$ cat config.mk
export PLATFORM = sky130hd
export DESIGN_NAME = ifetch
export DESIGN_NICKNAME = d
export VERILOG_FILES = /design/src/rtl/ifetch.sv
export SDC_FILE = /design/constraint.sdc
export NUM_CORES = 1
export LEC_CHECK = 0
export BUFFER_PORTS_ARGS = -buffer_cell sky130_fd_sc_hd__buf_2
export CAP_MARGIN = 20
export CORE_MARGIN = 4
export CORE_UTILIZATION = 45
export DETAILED_ROUTE_END_ITERATION = 10
export PLACE_DENSITY = 0.74
export REMOVE_ABC_BUFFERS = 1
export SLEW_MARGIN = 20
export SYNTH_ARGS = -nofsm -noshare
export SYNTH_HDL_FRONTEND = slang
export SYNTH_SLANG_ARGS = --single-unit
$ cat constraint.sdc
create_clock -name clk -period 4.3 [get_ports clk]
set_input_delay 0.86 -clock clk [delete_from_list [all_inputs] [get_ports clk]]
set_output_delay 0.86 -clock clk [all_outputs]
set_load 0.005 [all_outputs]
$ cat src/rtl/ifetch.sv
// rtl/ifetch.sv - instruction fetch unit with PC register and 2-entry fetch queue (optional feature macro: IFETCH_MISALIGN_TRAP_EN)
module ifetch #(
    parameter logic [31:0] RESET_PC = 32'h0000_0000
) (
    input  logic        clk,
    input  logic        reset,
    output logic [5:0]  imem_a,
    input  logic [31:0] imem_rd,
    input  logic        redirect_valid,
    input  logic [31:0] redirect_pc,
    output logic        out_valid,
    input  logic        out_ready,
    output logic [31:0] out_instr,
    output logic [31:0] out_pc,
    output logic [31:0] out_pc_plus4
`ifdef IFETCH_MISALIGN_TRAP_EN
    ,
    output logic        fetch_fault
`endif
);

    logic [31:0] pc;
    logic [31:0] q_pc    [2];
    logic [31:0] q_instr [2];
    logic        wr_ptr;
    logic        rd_ptr;
    logic [1:0]  count;
    logic        halted;
    logic [31:0] load_pc;
    logic        enq;
    logic        deq;

`ifdef IFETCH_MISALIGN_TRAP_EN
    // A misaligned redirect latches a sticky fault that freezes fetching
    always_ff @(posedge clk) begin
        if (reset) begin
            fetch_fault <= 1'b0;
        end else if (redirect_valid && (redirect_pc[1:0] != 2'b00)) begin
            fetch_fault <= 1'b1;
        end
    end

    assign halted  = fetch_fault;
    assign load_pc = redirect_pc;
`else
    assign halted  = 1'b0;
    assign load_pc = redirect_pc & 32'hFFFF_FFFC;
`endif

    assign imem_a       = pc[7:2];
    assign out_valid    = (count != 2'd0) && !reset;
    assign out_instr    = q_instr[rd_ptr];
    assign out_pc       = q_pc[rd_ptr];
    assign out_pc_plus4 = q_pc[rd_ptr] + 32'd4;

    // Handshake and fetch decisions; a redirect always suppresses the fetch
    always_comb begin
        deq = out_valid && out_ready;
        enq = !redirect_valid && !halted && ((count != 2'd2) || deq);
    end

    // PC, queue pointers and occupancy; reset beats redirect beats fetch
    always_ff @(posedge clk) begin
        if (reset) begin
            pc     <= RESET_PC;
            count  <= 2'd0;
            wr_ptr <= 1'b0;
            rd_ptr <= 1'b0;
        end else if (redirect_valid) begin
            pc     <= load_pc;
            count  <= 2'd0;
            wr_ptr <= 1'b0;
            rd_ptr <= 1'b0;
        end else begin
            if (enq) begin
                pc     <= pc + 32'd4;
                wr_ptr <= ~wr_ptr;
            end
            if (deq) begin
                rd_ptr <= ~rd_ptr;
            end
            count <= count + {1'b0, enq} - {1'b0, deq};
        end
    end

    // Queue storage written at the write pointer on each fetch
    always_ff @(posedge clk) begin
        if (!reset && enq) begin
            q_pc[wr_ptr]    <= pc;
            q_instr[wr_ptr] <= imem_rd;
        end
    end

endmodule

==> impl_metrics.json, run 1 <==
{
  "area_growth_pct": 21.9,
  "clock_latency_ns": 0.41,
  "clk_pin_slew_ns": 0.06,
  "endpoint_kind": "primary output",
  "die_area_mm2": 0.0181,
  "r2r-end": "q_instr[1][2]",
  "place.gp.congestion": 0.785,
  "slew_headroom": 0.508,
  "drt-total-wl_um": 15800,
  "initial_core_util": 0.467,
  "synth_area_leaders": "edfxtp_1, dfxtp_1, mux2_2",
  "slowest_stage": "dfxtp_4",
  "synth_ff_type": "edfxtp_1",
  "swShare": 0.219,
  "p_total_mw": 3.45,
  "synth_edf_count": 124,
  "drc": 0,
  "pwr-share-comb": 0.071,
  "synth-simple-area-share": 0.130,
  "crit_end": "out_pc_plus4[26]",
  "place_hpwl_um": 11400,
  "peakVddDrop_v": 0.000305,
  "cts_buffers": 17,
  "hold_viol_final": 0,
  "synth_top_family_by_area": "simple AND/OR/NAND/NOR gates",
  "cts_resized": 0,
  "cts_buffer_depth": 2,
  "gr-total-overflow": 0,
  "slew_violations": 0,
  "die_h_um": 134,
  "cts_hold_buf": 0,
  "drt_iter0_drc": 268,
  "portBuffers": 164,
  "setup_viol": 0,
  "rsz0062_at_grt": "no",
  "ios": 171,
  "finalCritPeriodShare": 0.938,
  "fin_skew_ns": 0.00568,
  "worst_pin_slew_ns": 0.732,
  "critical_path.max_fanout": 57,
  "slowest_delay_ns": 0.82,
  "crit_type": "reg2out",
  "cts_sinks": 159,
  "fin_crit_ns": 4.03,
  "dr.pass1.iters": 4,
  "synth-compound-area-share": 0.0602,
  "max_freq_ghz": 0.248,
  "ys_warn_count": 0,
  "hold_path_class": "reg2reg",
  "dpl.cell_count": 909,
  "syn_inst": 556,
  "grt_first_pass_wirelength_um": 25200,
  "htree_num_levels": 4,
  "r2r-start": "count[1]",
  "antenna_found_initial": 0,
  "power_density_mw_per_mm2": 394,
  "grt_max_degree": 58,
  "path_cells": "buf_4, nand4_1, a211oi_2, nand3_1, nor3_1, xor2_1, buf_2",
  "cts_tree": "built",
  "p_leak_nw": 3.29,
  "cp.arrival_ns": 3.17,
  "outcome": "complete, no violations",
  "grt_pass1_vias": 4932,
  "regToRegSetupSlack_ns": 2.07,
  "r2r_cells": 4,
  "cp.buffers_inverters": 2,
  "root_buffer": "clkbuf_16",
  "via_per_inst": 5.20,
  "path_depth": 7,
  "max_cap_viol_count": 0,
  "final_cells": 941,
  "p_int_mw": 2.70,
  "cp.required_ns": 3.44,
  "drive_gt1_frac": 0.364,
  "synthMuxAreaShare": 0.0934,
  "async_flop_share": 0,
  "final_util": 0.568,
  "synthXorXnorAreaFrac": 0.0596,
  "synthesis.area_mm2": 0.00720,
  "path_delay_family": "flip-flops",
  "die_width_um": 134,
  "ys_seq_area_frac": 0.615,
  "switchingPower_mw": 0.756,
  "track_usage": 0.176,
  "synth_top_cell_by_area": "edfxtp_1",
  "vias": 4891,
  "ys_ff_latch": 159,
  "placement_rows": 45,
  "seq_power_share": 0.514,
  "drtAntennaViolNets": 0,
  "synth.distinct_cells": 54,
  "cts_setup_buffers": 0,
  "antennaDiodeCount": 0,
  "yosysTopAreaCellShare": 0.517,
  "wl_per_cell_um": 16.8,
  "core_mm2": 0.0154,
  "finalNetCount": 789,
  "setup_tns_ns": 0,
  "synth_adder_area_share": 0.00695,
  "p_clk_frac": 0.416,
  "start_kind": "register",
  "synth_area_per_cell_um2": 12.9
}
## power by group through the flow
stage | registers (mW) | clock network (mW) | logic, mW
3_5_place_dp | 1.81 | 0 | 0.247
4_1_cts | 1.77 | 1.46 | 0.248
2_1_floorplan | 1.79 | 0 | 0.125
5_1_grt | 1.78 | 1.54 | 0.273
3_3_place_gp | 1.80 | 0 | 0.241
6_report | 1.77 | 1.44 | 0.245
## per-layer routing
layer | share of wire | wire length (um) | global-route usage | vias up
met4 | 0.014 | 228 | 0.0679 | 0
met5 | 0 | 0 | 0 | -
met2 | 0.51 | 8020 | 0.294 | 159
met3 | 0.063 | 995 | 0.0410 | 18
li1 | - | - | - | 2381
met1 | 0.42 | 6600 | 0.223 | 2333
## cells in the final DEF (no fill, tap or decap), drive strengths merged, types with 19 or more instances in the layout
cell	netlist	layout
nor2	39	39
edfxtp	124	124
xor2	23	23
clkbuf	11	21
nand2	39	39
dfxtp	35	35
buf	20	170
xnor2	26	26
mux2	49	49
nand3	20	20
a211oi	19	19
## through the flow
step,hold slack (ns),setup slack [ns],instance area [um2]
floorplan,0.434,-0.236,7030
global placement,0.467,0.759,8180
detailed placement,0.487,0.656,8180
CTS,0.500,0.201,8770
global route,0.525,0.00163,8770
finish,0.496,0.265,8770
## state kept, by name, summed over array words and instances, names as in the netlist, named ones only
| register | cells |
|---|---|
| wr_ptr | 1 |
| rd_ptr | 1 |
| q_pc | 60 |
| pc | 30 |
| count | 2 |
| q_instr | 64 |
## worst min path at each step
stage                     startpoint           to  slack [ns]  cells past startpoint
after CTS                     pc[31]  q_pc[0][31]        0.50                      0
after detailed placement      pc[31]  q_pc[1][31]        0.49                      0
after floorplan               pc[31]  q_pc[0][31]        0.43                      0
after global placement        pc[31]  q_pc[1][31]        0.47                      0
final                         pc[31]  q_pc[1][31]        0.50                      0
after global routing          pc[31]  q_pc[0][31]        0.53                      0
## cells by family (layout without fill, tap and decap cells)
logic type      count (synthesis)  count (layout)
compound gates                 61              61
xor+xnor                       49              49
fa+ha+maj                       4               4
buf+inv                        49             220
flops                         159             159
mux                            61              61
other cells                     1               4
simple gates                  172             172
## layout make-up
| type | count | area [um2] |
|---|---|---|
| sequential | 159 | 4430 |
| inverter | 18 | 67.6 |
| multi-input combinational | 351 | 2540 |
| clock inverter | 11 | 108 |
| timing repair buffer | 170 | 878 |
| clock buffer | 21 | 480 |
| tap | 211 | 264 |
| fill | 1317 | 6660 |
## synthesized netlist by cell type, types with 5 or more instances
| master | instances |
|---|---|
| edfxtp_1 | 124 |
| mux2_2 | 49 |
| nand2_1 | 39 |
| nor2_1 | 39 |
| dfxtp_1 | 35 |
| xnor2_1 | 26 |
| xor2_1 | 23 |
| nand3_1 | 19 |
| a211oi_1 | 18 |
| inv_1 | 17 |
| nand4_1 | 15 |
| nor3_1 | 14 |
| mux2i_1 | 12 |
| buf_4 | 11 |
| clkbuf_1 | 11 |
| o21ai_0 | 11 |
| a21oi_1 | 9 |
| a311oi_1 | 8 |
| and2_1 | 8 |
| buf_2 | 7 |
| or3_1 | 6 |
| nand2b_1 | 5 |
| nand4b_1 | 5 |
Power figures use the tool's default switching activity.
==> inputs of run 2 (changes only) <==
--- a/config.mk
+++ b/config.mk
@@ -7,10 +7,11 @@
 export LEC_CHECK = 0
 export BUFFER_PORTS_ARGS = -buffer_cell sky130_fd_sc_hd__buf_2
 export CAP_MARGIN = 20
-export CORE_MARGIN = 4
+export CORE_MARGIN = 2
 export CORE_UTILIZATION = 45
 export DETAILED_ROUTE_END_ITERATION = 10
 export PLACE_DENSITY = 0.74
+export RECOVER_POWER = 25
 export REMOVE_ABC_BUFFERS = 1
 export SLEW_MARGIN = 20
 export SYNTH_ARGS = -nofsm -noshare
==> impl_metrics.json, run 2 (synthesis results as in run 1) <==
{
  "slowest_delay_ns": 0.72,
  "path_delay_family": "simple AND/OR/NAND/NOR gates",
  "vias": 4915,
  "regToRegSetupSlack_ns": 2.02,
  "crit_end": "out_pc_plus4[26]",
  "largest_reg_flops": 64,
  "drt-total-wl_um": 16000,
  "drtAntennaViolNets": 0,
  "cp.required_ns": 3.44,
  "cts_setup_buffers": 0,
  "grt_max_degree": 63,
  "htree_num_levels": 4,
  "slew_headroom": 0.499,
  "slowest_stage": "dfxtp_4",
  "crit_top_cell": "inv_1",
  "outcome": "complete, no violations",
  "final_cell_mix": "buf_2, edfxtp_1, mux2_2, nand2_1, nor2_1",
  "fill_cells": 1355,
  "p_leak_nw": 3.29,
  "seq_power_share": 0.506,
  "r2r_cells": 4,
  "grt_first_pass_wirelength_um": 24400,
  "die_area_mm2": 0.0170,
  "cts_buffers": 17,
  "critical_path.max_fanout": 44,
  "hold_path_class": "reg2reg",
  "dr.pass1.iters": 5,
  "root_buffer": "clkbuf_16",
  "r2r-end": "q_pc[1][7]",
  "layout_commonest_cell": "buf_2",
  "place_area_mm2": 0.00820,
  "multi_input_area_mm2": 0.00254,
  "worst_pin_slew_ns": 0.747,
  "finalInstanceArea_mm2": 0.00879,
  "endpoint_kind": "primary output",
  "portBuffers": 164,
  "core_mm2": 0.0158,
  "track_usage": 0.188,
  "rsz0062_at_grt": "no",
  "min-delay-start": "pc[31]",
  "drt_iter0_drc": 290,
  "peakVddDrop_v": 0.000297,
  "swShare": 0.216,
  "cts_tree": "built",
  "placement_rows": 46,
  "power_density_mw_per_mm2": 399,
  "clock_latency_ns": 0.42,
  "area_growth_pct": 22.1,
  "ff_latch_area_mm2": 0.00443,
  "die_h_um": 130,
  "drc": 0,
  "max_cap_viol_count": 0,
  "top_register": "q_instr",
  "cp.arrival_ns": 2.99,
  "ios": 171,
  "reg_top3": "q_instr: 64 flops, q_pc: 60 flops, pc: 30 flops",
  "via_per_inst": 5.19,
  "antenna_found_initial": 0,
  "slew_violations": 0,
  "clk_pin_slew_ns": 0.06,
  "hold_ws_ns": 0.490,
  "pwr-share-comb": 0.070,
  "cp.buffers_inverters": 4,
  "place.gp.congestion": 0.802,
  "cts_buffer_depth": 2,
  "finalNetCount": 790,
  "p_int_mw": 2.75,
  "setup_viol": 0,
  "p_total_mw": 3.51,
  "grt_pass1_vias": 4973,
  "hold_viol_final": 0,
  "max_freq_ghz": 0.259,
  "finalCritPeriodShare": 0.896,
  "path_depth": 11,
  "place_hpwl_um": 11300,
  "cts_sinks": 159,
  "fin_skew_ns": 0.00880,
  "r2r-start": "count[1]",
  "crit_type": "reg2out",
  "drive_gt1_frac": 0.357,
  "wl_per_cell_um": 16.9,
  "initial_core_util": 0.456,
  "fin_crit_ns": 3.85,
  "switchingPower_mw": 0.759,
  "gr-total-overflow": 0,
  "cts_resized": 0,
  "start_kind": "register",
  "cts_hold_buf": 0,
  "p_clk_frac": 0.424,
  "antennaDiodeCount": 0,
  "die_width_um": 130,
  "path_cells": "nand2_1, and2_1, inv_1, ha_1, inv_1, a211oi_1, buf_4, nand3_1, nor3_1, xor2_1, buf_2"
}
[run 2: metrics by stage]
step                std cells  TNS [ns]  worst slack, ns  utilization
floorplan                 528     -9.05           -0.236            -
global placement          915         0            0.908        0.520
CTS                       947         0            0.372        0.557
finish                    947         0            0.446        0.557
global route              947         0            0.126        0.557
detailed placement        915         0            0.830        0.520
[run 2: layer usage]
metal / track usage / up-vias / part of all wire
met2: 0.334 / 146 / 0.51
li1: - / 2386 / -
met1: 0.220 / 2366 / 0.41
met5: 0 / - / 0
met3: 0.0415 / 17 / 0.065
met4: 0.0776 / 0 / 0.016
[run 2: area by class of cell]
class                      instances  area share
clock buffer                      17      0.0484
clock inverter                    15      0.0194
inverter                          18     0.00769
multi-input combinational        351       0.290
sequential                       159       0.504
tap                              216      0.0308
timing repair buffer             171       0.100
[run 2: power by group through the flow]
stage	Clock [mW]	Sequential [mW]	Combinational, mW
CTS	1.51	1.77	0.248
global route	1.57	1.78	0.273
detailed placement	0	1.81	0.247
floorplan	0	1.79	0.125
finish	1.49	1.77	0.245
global placement	0	1.80	0.239
[run 2: worst min-delay path by stage]
stage / to / slack [ns] / cells past startpoint
global placement: q_pc[0][31] / 0.47 / 0
finish: q_pc[0][31] / 0.49 / 0
global route: q_pc[1][31] / 0.51 / 0
floorplan: q_pc[0][31] / 0.43 / 0
detailed placement: q_pc[0][31] / 0.49 / 0
CTS: q_pc[0][31] / 0.51 / 0
[run 2: worst reg2reg max path, cell delays in order (launching register included)]
cell     delay [ns]
dfxtp_1        0.38
nor2b_1        0.45
nand2_1        0.29
and3_2         0.52
buf_4          0.35
